<file path="config.mk">
export PLATFORM = sky130hd
export DESIGN_NAME = uart_inbuf_io_flat
export DESIGN_NICKNAME = d
export VERILOG_FILES = /design/src/rtl/io_pkg.sv /design/src/rtl/if_iobuf.sv /design/src/rtl/io_fifo.sv /design/src/rtl/uart_inbuf_io.sv /design/src/flat_wrapper.sv
export SDC_FILE = /design/constraint.sdc
export NUM_CORES = 1
export LEC_CHECK = 0
export CAP_MARGIN = 0
export CORE_MARGIN = 4
export CORE_UTILIZATION = 45
export CTS_BUF_LIST = sky130_fd_sc_hd__clkbuf_4 sky130_fd_sc_hd__clkbuf_8 sky130_fd_sc_hd__clkbuf_16
export DETAILED_ROUTE_END_ITERATION = 7
export RECOVER_POWER = 100
export SETUP_SLACK_MARGIN = 0.4
export SLEW_MARGIN = 20
export SYNTH_ARGS = -nofsm -noshare
export SYNTH_HDL_FRONTEND = slang
export SYNTH_SLANG_ARGS = --single-unit
</file>
<file path="constraint.sdc">
create_clock -name clk -period 3.1 [get_ports clk]
set_input_delay 0.62 -clock clk [delete_from_list [all_inputs] [get_ports clk]]
set_output_delay 0.62 -clock clk [all_outputs]
set_load 0.02 [all_outputs]
</file>
<file path="src/rtl/io_pkg.sv">
// Shared types and helpers for the UART input buffer.
// Byte type, RX/TX state encoding and bit-period math.
package io_pkg;

   typedef logic [7:0] byte_t;

   typedef enum logic [1:0] {
      ST_IDLE,
      ST_START,
      ST_DATA,
      ST_STOP
   } uart_st_t;

   function automatic int clks_per_bit(input int freq, input int baud);
      return freq / baud;
   endfunction

endpackage

</file>
<file path="src/rtl/if_iobuf.sv">
// Byte buffer handshake between the UART front end and its consumer.
// The block side produces bytes; the user side drains them.
interface if_iobuf;
   import io_pkg::*;

   logic  push_back;
   logic  pop_front;
   byte_t data_out;
   logic  empty;
   logic  full;

   modport blk (
      output push_back,
      output data_out,
      output empty,
      output full,
      input  pop_front
   );

   modport usr (
      input  push_back,
      input  data_out,
      input  empty,
      input  full,
      output pop_front
   );

endinterface

</file>
<file path="src/rtl/io_fifo.sv">
// First-word fall-through byte FIFO with registered empty/full.
// Pointers carry one extra wrap bit to tell full from empty.
module io_fifo
   import io_pkg::*;
#(
   parameter int DEPTH = 16
) (
   input  logic  clk,
   input  logic  rst,
   input  logic  wr,
   input  byte_t wdata,
   input  logic  rd,
   output byte_t rdata,
   output logic  empty,
   output logic  full
);

   localparam int AW = $clog2(DEPTH);

   typedef logic [AW:0] ptr_t;

   byte_t mem [DEPTH];
   ptr_t  wp;
   ptr_t  rp;
   ptr_t  wp_n;
   ptr_t  rp_n;
   logic  we;
   logic  re;

   // Qualify strobes and compute next pointers
   always_comb begin
      re   = rd && !empty;
      we   = wr && (!full || re);
      wp_n = we ? wp + ptr_t'(1) : wp;
      rp_n = re ? rp + ptr_t'(1) : rp;
   end

   // Pointer and flag registers
   always_ff @(posedge clk) begin
      if (!rst) begin
         wp    <= '0;
         rp    <= '0;
         empty <= 1'b1;
         full  <= 1'b0;
      end else begin
         wp    <= wp_n;
         rp    <= rp_n;
         empty <= (wp_n == rp_n);
         full  <= (wp_n[AW] != rp_n[AW]) &&
                  (wp_n[AW-1:0] == rp_n[AW-1:0]);
      end
   end

   // Storage array; contents survive reset
   always_ff @(posedge clk) begin
      if (we) begin
         mem[wp[AW-1:0]] <= wdata;
      end
   end

   assign rdata = empty ? '0 : mem[rp[AW-1:0]];

endmodule

</file>
<file path="src/rtl/uart_inbuf_io.sv">
// 8N1 UART receiver feeding a byte FIFO, with echo on tx.
// RX and TX shifters live here; storage is in io_fifo.
module uart_inbuf_io
   import io_pkg::*;
#(
   parameter int CLK_FREQ = 12_000_000,
   parameter int BAUD     = 9_600,
   parameter int DEPTH    = 16
) (
   input  logic  clk,
   input  logic  rst,
   input  logic  rx,
   output logic  tx,
   if_iobuf.blk  inbuf
);

   localparam int CPB  = clks_per_bit(CLK_FREQ, BAUD);
   localparam int HALF = CPB / 2;
   localparam int CW   = $clog2(CPB);

   typedef logic [CW-1:0] cnt_t;

   localparam cnt_t CPB_LAST  = cnt_t'(CPB - 1);
   localparam cnt_t HALF_LAST = cnt_t'(HALF - 1);
   localparam cnt_t ONE       = cnt_t'(1);

   logic      rx_m;
   logic      rx_s;
   logic      rx_d;

   uart_st_t  rx_st;
   cnt_t      rx_cnt;
   logic [2:0] rx_bit;
   byte_t     rx_sh;
   logic      rx_vld;

   uart_st_t  tx_st;
   cnt_t      tx_cnt;
   logic [2:0] tx_bit;
   byte_t     tx_sh;
   logic      tx_free;

   logic      push;

   // Synchronizer plus delayed copy; held low in reset so a
   // line that is low at release never looks like a start bit
   always_ff @(posedge clk) begin
      if (!rst) begin
         rx_m <= 1'b0;
         rx_s <= 1'b0;
         rx_d <= 1'b0;
      end else begin
         rx_m <= rx;
         rx_s <= rx_m;
         rx_d <= rx_s;
      end
   end

   // Receive state machine; rx_vld pulses for a good stop bit
   always_ff @(posedge clk) begin
      if (!rst) begin
         rx_st  <= ST_IDLE;
         rx_cnt <= '0;
         rx_bit <= '0;
         rx_sh  <= '0;
         rx_vld <= 1'b0;
      end else begin
         rx_vld <= 1'b0;
         unique case (rx_st)
            ST_IDLE: begin
               if (rx_d && !rx_s) begin
                  rx_st  <= ST_START;
                  rx_cnt <= '0;
               end
            end
            ST_START: begin
               if (rx_cnt == HALF_LAST) begin
                  rx_cnt <= '0;
                  rx_bit <= '0;
                  rx_st  <= rx_s ? ST_IDLE : ST_DATA;
               end else begin
                  rx_cnt <= rx_cnt + ONE;
               end
            end
            ST_DATA: begin
               if (rx_cnt == CPB_LAST) begin
                  rx_cnt <= '0;
                  rx_sh  <= {rx_s, rx_sh[7:1]};
                  rx_bit <= rx_bit + 3'd1;
                  if (rx_bit == 3'd7) begin
                     rx_st <= ST_STOP;
                  end
               end else begin
                  rx_cnt <= rx_cnt + ONE;
               end
            end
            ST_STOP: begin
               if (rx_cnt == CPB_LAST) begin
                  rx_cnt <= '0;
                  rx_vld <= rx_s;
                  rx_st  <= ST_IDLE;
               end else begin
                  rx_cnt <= rx_cnt + ONE;
               end
            end
            default: begin
               rx_st <= ST_IDLE;
            end
         endcase
      end
   end

   // A byte is accepted when there is room or room is being made
   assign push = rx_vld && (!inbuf.full || inbuf.pop_front);

   assign inbuf.push_back = push;

   io_fifo #(
      .DEPTH (DEPTH)
   ) u_fifo (
      .clk   (clk),
      .rst   (rst),
      .wr    (push),
      .wdata (rx_sh),
      .rd    (inbuf.pop_front),
      .rdata (inbuf.data_out),
      .empty (inbuf.empty),
      .full  (inbuf.full)
   );

   // The final stop-bit cycle counts as free so back-to-back
   // frames chain without a gap
   assign tx_free = (tx_st == ST_IDLE) ||
                    ((tx_st == ST_STOP) && (tx_cnt == CPB_LAST));

   // Echo transmitter; bytes arriving while busy are not echoed
   always_ff @(posedge clk) begin
      if (!rst) begin
         tx_st  <= ST_IDLE;
         tx_cnt <= '0;
         tx_bit <= '0;
         tx_sh  <= '0;
         tx     <= 1'b1;
      end else if (push && tx_free) begin
         tx_st  <= ST_START;
         tx_cnt <= '0;
         tx_bit <= '0;
         tx_sh  <= rx_sh;
         tx     <= 1'b0;
      end else begin
         unique case (tx_st)
            ST_IDLE: begin
               tx <= 1'b1;
            end
            ST_START: begin
               if (tx_cnt == CPB_LAST) begin
                  tx_cnt <= '0;
                  tx_st  <= ST_DATA;
                  tx     <= tx_sh[0];
                  tx_sh  <= {1'b0, tx_sh[7:1]};
               end else begin
                  tx_cnt <= tx_cnt + ONE;
               end
            end
            ST_DATA: begin
               if (tx_cnt == CPB_LAST) begin
                  tx_cnt <= '0;
                  tx_bit <= tx_bit + 3'd1;
                  if (tx_bit == 3'd7) begin
                     tx_st <= ST_STOP;
                     tx    <= 1'b1;
                  end else begin
                     tx    <= tx_sh[0];
                     tx_sh <= {1'b0, tx_sh[7:1]};
                  end
               end else begin
                  tx_cnt <= tx_cnt + ONE;
               end
            end
            ST_STOP: begin
               if (tx_cnt == CPB_LAST) begin
                  tx_cnt <= '0;
                  tx_st  <= ST_IDLE;
                  tx     <= 1'b1;
               end else begin
                  tx_cnt <= tx_cnt + ONE;
               end
            end
            default: begin
               tx_st <= ST_IDLE;
               tx    <= 1'b1;
            end
         endcase
      end
   end

endmodule

</file>
<file path="src/flat_wrapper.sv">
// flat-port wrapper written by rule: the top's interface ports become plain ports
module uart_inbuf_io_flat import io_pkg::*;
#(
   parameter int CLK_FREQ = 12_000_000,
   parameter int BAUD     = 9_600,
   parameter int DEPTH    = 16
)
  (clk, rst, rx, tx, inbuf_push_back, inbuf_data_out, inbuf_empty, inbuf_full, inbuf_pop_front);
  if_iobuf inbuf_i ();
  input  logic clk;
  input  logic rst;
  input  logic rx;
  output logic tx;
  output wire logic [$bits(inbuf_i.push_back)-1:0] inbuf_push_back;
  output wire logic [$bits(inbuf_i.data_out)-1:0] inbuf_data_out;
  output wire logic [$bits(inbuf_i.empty)-1:0] inbuf_empty;
  output wire logic [$bits(inbuf_i.full)-1:0] inbuf_full;
  input wire logic [$bits(inbuf_i.pop_front)-1:0] inbuf_pop_front;
  assign inbuf_push_back = inbuf_i.push_back;
  assign inbuf_data_out = inbuf_i.data_out;
  assign inbuf_empty = inbuf_i.empty;
  assign inbuf_full = inbuf_i.full;
  assign inbuf_i.pop_front = inbuf_pop_front;
  uart_inbuf_io #(.CLK_FREQ(CLK_FREQ), .BAUD(BAUD), .DEPTH(DEPTH)) u_core (.clk(clk), .rst(rst), .rx(rx), .tx(tx), .inbuf(inbuf_i));
endmodule
</file>
[Yosys cells after proc, flatten, opt, wreduce, memory -nomap -nowiden]
Memory sizes are Yosys's and may differ from the RTL's. A register that Yosys moved wholly into a read port is not among the register bits.
Cells that the tools add are included.
Word-level totals
  output and inout port bits: 12
  bits in writable memories: 128
  register bits after elaboration: 65
  bits of input ports: 4
  word-level logic and storage cells: 123
  memories kept: 1
Memory list
  u_core.u_fifo.mem: words 16, width 8, read ports 1, clocked after memory_dff 1, write ports 1, RTL line io_fifo.sv:22  | byte_t mem [DEPTH];
Cells by class
  reduce and logical (&&, ||, !) cells: 31
  equal/unequal tests: 28
  bitwise gates (word level): 1
  multiplexer cells: 38
  $add $sub $neg: 6
Operator list (count)
  $mux W11: 4
  $mux W8: 5
  $pmux W11 S3: 1
  $add A11 B1 Y11 const B: 2
  $eq A11 B11 Y1 const B: 2
  $mux W2: 10
  $ne A2 B1 Y1 const B: 8
  $pmux W8 S2: 1
  $reduce_and A5 Y1: 3
  $eq A11 B10 Y1 const B: 1
  $add A5 B1 Y5 const B: 2
  $mux W5: 2
  $ne A3 B1 Y1 const B: 3
  $reduce_and A3 Y1: 3
  $eq A2 B2 Y1 const B: 4
  $mux W1: 8
  $pmux W2 S4: 1
  $logic_and A1 B1 Y1: 7
  $add A3 B1 Y3 const B: 2
  $eq A3 B3 Y1 const B: 2
  $mux W3: 2
  $pmux W2 S3: 1
  $pmux W3 S2: 1
  $reduce_bool A3 Y1: 2
  19 further kinds: 27

[Logic depth before layout (Yosys ltp)]
Gate-level depths: netlist of run 1.
  depth after elaboration: 7
  mapped depth: 10
  depth with buffers taken out: 8

[Hierarchy]
From an unflattened synthesis of run 1, not the netlist that was laid out.
Unflattened totals
  cells, all modules: 590
  area, all modules: 8513.2 um^2
Modules (own cells, without submodules)
  io_fifo: times used 1, area an instance 5774.3 um^2, sequential area each 4083.9 um^2, cells each 282
  uart_inbuf_io: times used 1, area an instance 2738.9 um^2, sequential area each 1061.0 um^2, cells each 308

[Worst setup path before layout of run 1]
Ideal clock, no wire load.
  kind: register to output
  start: register u_core.u_fifo.rp[0] (netlist name)
  end: output inbuf_data_out[7]
  required time: 2.480 ns
  cell stages (with the launch flop): 6
  setup slack: 0.565 ns
  data arrival time: 1.915 ns
  buffers on the path: 2
  cells stage by stage: dfxtp_1 > buf_2 > buf_4 > mux4_2 > mux4_2 > nor2b_1
RTL lines
  end, declared: RTL line flat_wrapper.sv:15  | output wire logic [$bits(inbuf_i.data_out)-1:0] inbuf_data_out;

==> run metrics, run 1 <==
pin count of the biggest net entering global routing 33; peak per-stage delay on the critical path roughly 0.5 ns; final number of max-transition violations 0; period utilization 0.986; number of antenna violations at the first check in global routing 0; clock slew at the register clock pins of the worst setup and hold paths ~0.070 ns; Post-Synthesis Mean Instance Area roughly 15 sq um; remaining global-route overflow 0; RSZ-0062 raised after global routing true; start-to-end type of the worst setup path reg -> out; post-route worst hold slack between 0.4 and 0.5 ns; final-stage net count just over 600; hold-critical path depth 2; ranking of synthesized cells by instance count edfxtp_1, dfxtp_1, nor2_1; clock tree sinks ~190; site row count 48; number of gates on the worst path with buffers counted 7; effective utilization at floorplan 0.465; detailed-route via count roughly 4500; Synth area leader edfxtp_1; highest ir drop seen on vdd 0.000391 V; layout overhead on the synthesized area 13.6%; Worst EP required roughly 2.5 ns; number of diodes 0; area of the placeable core 0.0175 sq mm; die width 143 um; crit end category output port; CP cell instances buf_12, buf_12, buf_16, mux4_2, mux4_2, nor2b_1, buf_2; data arrival at the endpoint of the critical path about 2.4 ns; cell with the biggest individual delay on the critical path mux4_2; Max Freq roughly 330 MHz; Clk Latency, worst-skew pair about 0.43 ns; TNS Setup 0 ns; leading cell type by number of instances after synthesis edfxtp_1; final number of hold-violating endpoints 0; number of flops mapped to enable cells by yosys between 100 and 150; path category of the worst min-delay check reg -> reg; fraction of synthesized cell area taken by the top area cell type 0.471; count of non-filler cells in the finished layout just over 800; CTS max path bufs 2; result of the run completed; Static Leak approximately 3.1 nW; area of the die ~0.020 sq mm; part of the Yosys area used for sequential elements 0.631; CP startpoint kind register; cell chosen for the clock root clkbuf_16; placed wire-length estimate after detailed placement 10500 um; fraction of layout instances using a drive strength above 1 0.178; count of max-cap constraint violations 0; number of vias per cell after detailed routing 5.41; overall track demand over capacity in global routing 0.172; First DRT Iteration DRCs 238; cell count after placement 787; synthesis-stage register bit count roughly 190; Max-Slew Margin vs Limit 0.340; post-synthesis cell count 550; Pwr Density 539 mW/mm^2; final critical delay including setup and external delays between 3 and 4 ns; final RePlAce weighted congestion around 0.79; length in cells of the worst reg-to-reg path 6; total of buffers placed on input and output ports 15; total routed wirelength 16300 um; Max FO, Critical Path 5; clock tree from TritonCTS built; commonest register cell after synthesis edfxtp_1; async set-or-reset flop fraction in the synthesized netlist 0; distinct cell type count after synthesis 59; number of H-tree branching levels 4; count of synthesis-stage warnings from yosys 0; final number of setup-violating endpoints 0; synth top area cells edfxtp_1, dfxtp_1, mux4_2; clock buffer count from CTS 17; crit path buf inv count 4; Detailed Routing Iterations Pass 1 4; skew final between 0.007 and 0.008 ns; global-route wire length before repair around 26000 um; vias in the first global route 4669; number of primary I/O pins 16; total power about 0.0050 W; cell area after synthesis ~0.0082 sq mm; WL per Instance ~20 um; actual transition at the worst max-transition pin between 0.9 and 1 ns; Post-DRT Antenna Nets 0; vertical extent of the die ~140 um; total DRC errors in the routed layout 0; post-layout utilization of the core 0.528; net count after synthesis ~570; family with the most delay on the worst path multiplexers
final cells by class:
class	instances	area (sq um)
clock buffer	21	455
clock inverter	10	88.8
fill	1477	8270
inverter	13	48.8
multi-input combinational	319	2790
sequential	193	5150
tap	225	282
timing repair buffer	46	452
registers in the layout, indices dropped and copies added (netlist names), named ones only:
| register | count |
|---|---|
| u_core.rx_cnt | 11 |
| u_core.rx_s | 1 |
| u_core.u_fifo.full | 1 |
| u_core.tx_bit | 3 |
| u_core.rx_m | 1 |
| u_core.u_fifo.wp | 5 |
| u_core.tx | 1 |
| u_core.rx_st | 1 |
| u_core.rx_bit | 3 |
| u_core.tx_st | 2 |
| u_core.tx_cnt | 11 |
| u_core.rx_vld | 1 |
| u_core.rx_sh | 8 |
| u_core.tx_sh | 8 |
| u_core.u_fifo.empty | 1 |
| u_core.u_fifo.rp | 5 |
| u_core.u_fifo.mem | 128 |
| u_core.rx_d | 1 |
cells in the final DEF (no fill, tap or decap), types with 8 or more instances in the layout:
| cell type | synthesis | final |
|---|---|---|
| a21oi_1 | 18 | 18 |
| buf_4 | 4 | 10 |
| inv_1 | 13 | 13 |
| mux2i_1 | 19 | 19 |
| clkbuf_1 | 14 | 14 |
| and3_1 | 9 | 9 |
| nand2_1 | 17 | 17 |
| and2_0 | 0 | 13 |
| o21ai_0 | 16 | 20 |
| nand3_1 | 8 | 8 |
| mux4_2 | 40 | 40 |
| edfxtp_1 | 128 | 128 |
| xor2_1 | 13 | 13 |
| nor2_1 | 49 | 49 |
| ha_1 | 18 | 18 |
| nor2b_1 | 12 | 11 |
| xnor2_1 | 12 | 13 |
| clkbuf_16 | 0 | 17 |
| dfxtp_1 | 65 | 64 |
routing by layer:
| layer | share of wire | track usage |
|---|---|---|
| met3 | 0.040 | 0.0332 |
| met4 | 0.015 | 0.0525 |
| met5 | 0 | 0 |
| met1 | 0.45 | 0.226 |
| met2 | 0.49 | 0.291 |
logic make-up after synthesis:
| family | count (synthesis) | synth area share |
|---|---|---|
| XOR/XNOR | 26 | 0.0288 |
| flip-flops | 193 | 0.631 |
| adder cells (fa/ha/maj) | 18 | 0.0276 |
| AND/OR/NAND/NOR | 154 | 0.108 |
| multiplexers | 60 | 0.135 |
| AO/OA/AOI/OAI | 61 | 0.0485 |
| buffers and inverters | 38 | 0.0219 |
where the power goes:
part,switching [W],leakage (nW),internal [W]
combinational,0.000129,1.18,0.0000850
sequential,0.0000199,1.71,0.00273
clock,0.000908,0.256,0.00113
total,0.00106,3.15,0.00394
stage by stage:
step	instance area [sq um]	worst slack, ns
after floorplan	8160	0.565
after global placement	8660	0.176
after detailed placement	8660	0.164
after CTS	9380	0.0219
after global routing	9270	-0.0264
final	9270	0.0419
repair_timing:
item,4_1_cts,5_1_grt
gates cloned,3,0
setup buffers,6,0
hold buffers,0,0
endpoints found under the setup margin,9,9
resized for setup,39,7
path summary, 6_finish.rpt:
kind,start,to,slack [ns]
worst max-delay path,u_core.u_fifo.rp[0],inbuf_data_out[6],0.04
worst min-delay path,u_core.tx_bit[1],u_core.tx_bit[1],0.47
worst max register to register,u_core.tx_cnt[2],u_core.tx_sh[1],0.31
worst min register to register,u_core.tx_bit[1],u_core.tx_bit[1],0.47
worst register-to-register path: stages (launching register included):
cell and delay, ns:
dfxtp_1 0.34, or4b_2 0.67, nor3_1 0.77, a21boi_0 0.42, o21ai_4 0.17, mux2i_1 0.19, a21oi_1 0.10
(Power assumes the default switching activity.)
==> inputs of run 2 (changes only) <==
--- a/config.mk
+++ b/config.mk
@@ -7,8 +7,8 @@
 export LEC_CHECK = 0
 export CAP_MARGIN = 0
 export CORE_MARGIN = 4
-export CORE_UTILIZATION = 45
-export CTS_BUF_LIST = sky130_fd_sc_hd__clkbuf_4 sky130_fd_sc_hd__clkbuf_8 sky130_fd_sc_hd__clkbuf_16
+export CORE_UTILIZATION = 25
+export CTS_BUF_LIST = sky130_fd_sc_hd__clkbuf_8
 export DETAILED_ROUTE_END_ITERATION = 7
 export RECOVER_POWER = 100
 export SETUP_SLACK_MARGIN = 0.4
==> run 2 against run 1 <==
  * Largest power group unchanged
  * Hold slack lost 0.018 ns
  * Cell area is essentially flat
  * Power shrank 9.4%
  * Clock-buffer cell count shrank 4
  * First-iteration DRC count grew 69%
  * Clock skew grew 0.011 ns
  * Sequential power is essentially flat
  * Final cell count grew 25%
  * Register-to-register slack lost 0.05 ns
  * Sequential share of layout area is essentially flat
  * Maximum frequency grew 1.0%
  * Via count shrank 0.40%
==> run metrics, run 2 (synthesized netlist as in run 1, its figures left out) <==
total DRC errors in the routed layout 0; final RePlAce weighted congestion between 0.7 and 0.8; skew final 0.0185 ns; area of the die about 0.036 sq mm; Non-Filler Cell Area, Final 0.00927 sq mm; path category of the worst min-delay check reg -> reg; fraction of layout instances using a drive strength above 1 0.177; final number of setup-violating endpoints 0; routed wl met3 813 um; Worst EP required between 2 and 2.5 ns; CP cell instances buf_12, mux4_2, mux4_2, nor2b_1, buf_4; most repeated library cell on the critical path mux4_2; uppermost metal layer occupied by signal nets met5; Max Freq 330 MHz; peak per-stage delay on the critical path ~0.55 ns; number of H-tree branching levels 4; vertical extent of the die 189 um; Max-Slew Margin vs Limit 0.252; cell chosen for the clock root clkbuf_8; WL per Instance 15.7 um; clock slew at the register clock pins of the worst setup and hold paths approximately 0.1 ns; clock buffer count from CTS 17; RSZ-0062 raised after global routing true; top library cells by usage in the layout, fill and taps aside edfxtp_1, dfxtp_1, nor2_1; number of antenna violations at the first check in global routing 1; remaining global-route overflow 0; highest ir drop seen on vdd about 0.00028 V; First DRT Iteration DRCs between 400 and 500; Area after DPL approximately 0.0090 sq mm; clock tree sinks about 190; total of buffers placed on input and output ports 15; vias in the first global route around 4600; hold buffers post-CTS 0; number of diodes 0; final number of hold-violating endpoints 0; clock tree from TritonCTS built; actual transition at the worst max-transition pin roughly 1.1 ns; number of vias per cell after detailed routing between 4 and 5; count of non-filler cells in the finished layout around 1000; site row count 65; detailed-route via count 4457; CTS max path bufs 2; period utilization 0.976; DP Worst Slack between 0.1 and 0.15 ns; global-route wire length before repair 26100 um; final-stage net count 609; Static Leak 3.06 nW; post-route worst hold slack 0.450 ns; multi-input gate area in the final layout ~0.0028 sq mm; wl on met1 approximately 7700 um; family with the most delay on the worst path multiplexers; cell with the biggest individual delay on the critical path mux4_2; total of fill cells in the finished design between 3000 and 4000; total power ~0.0045 W; crit end category output port; CP startpoint kind register; smallest setup slack after layout between 0.07 and 0.08 ns; final critical delay including setup and external delays just over 3 ns; effective utilization at floorplan 0.256; count of max-cap constraint violations 0; placed wire-length estimate after detailed placement 10600 um; final number of max-transition violations 0; pin count of the biggest net entering global routing 27; max FFs per register 128; start-to-end type of the worst setup path reg -> out; Post-DRT Antenna Nets 0; data arrival at the endpoint of the critical path about 2.4 ns; Pwr Density around 500 mW/mm^2; area taken by flip-flops and latches 0.00515 sq mm; Detailed Routing Iterations Pass 1 4; total routed wirelength 16300 um; area of the placeable core approximately 0.032 sq mm; total length of routed met2 wires between 7000 and 8000 um; overall track demand over capacity in global routing 0.0943; die width between 150 and 200 um; layout overhead on the synthesized area 13.6%; Max FO, Critical Path 11; crit path buf inv count 2; commonest non-fill, non-tap cell in the layout edfxtp_1; Clk Latency, worst-skew pair 0.47 ns; cell count after placement about 1000; result of the run completed; number of primary I/O pins 16
-- run 2: cell types whose count changed in the layout (fill, tap and decap cells not counted), moves of 2 or more --
cell,delta
clkbuf_16,-17
clkbuf_8,+17
clkbuf_2,+4
clkbuf_4,-4
clkbuf_1,-3
inv_1,+3
inv_6,+3
buf_12,-2
clkinv_1,-2
clkinvlp_4,-2
-- run 2: what timing repair did --
item | CTS | global route
buffers inserted | 2 | 0
gates cloned | 2 | 0
setup endpoints to repair | 9 | 8
pin swaps | 0 | 0
gates resized for setup | 39 | 4
-- run 2: metal layers --
| metal | track usage | vias up |
|---|---|---|
| li1 | - | 2140 |
| met1 | 0.131 | 2229 |
| met2 | 0.147 | 72 |
| met3 | 0.0254 | 14 |
| met4 | 0.0249 | 2 |
| met5 | 0 | - |
-- run 2: worst paths after layout --
| kind | slack [ns] | from | end | cells after the start |
|---|---|---|---|---|
| max | 0.07 | u_core.u_fifo.rp[0] | inbuf_data_out[0] | 5 |
| min | 0.45 | u_core.rx_m | u_core.rx_s | 1 |
| min reg2reg | 0.45 | u_core.rx_m | u_core.rx_s | 1 |
| max reg2reg | 0.26 | u_core.tx_cnt[2] | u_core.tx_st[1] | 6 |
-- run 2: through the flow --
stage / utilization / setup TNS (ns)
floorplan: - / 0
detailed placement: 0.281 / 0
finish: 0.291 / 0
global placement: 0.281 / 0
global route: 0.291 / -0.136
CTS: 0.295 / 0
-- run 2: power breakdown --
| group | switching, W | internal, W | total (W) |
|---|---|---|---|
| Sequential | 0.0000195 | 0.00272 | 0.00274 |
| Combinational | 0.000130 | 0.0000866 | 0.000217 |
| Clock | 0.000925 | 0.000646 | 0.00157 |
-- run 2: worst reg2reg max path, cell delays in order (launching register included) --
cell and delay [ns]:
dfxtp_1 0.35, or4b_2 0.67, nor3_1 0.86, a21oi_2 0.11
nand2b_2 0.39, nand2_1 0.23, a311oi_1 0.06
-- run 2: layout make-up --
class                           count  share of cell area
Clock buffer                       17              0.0252
Tap cell                          435              0.0587
Multi-Input combinational cell    319               0.299
Sequential cell                   193               0.555
Inverter                           13             0.00526
Clock inverter                     15              0.0147
Timing Repair Buffer               43              0.0414
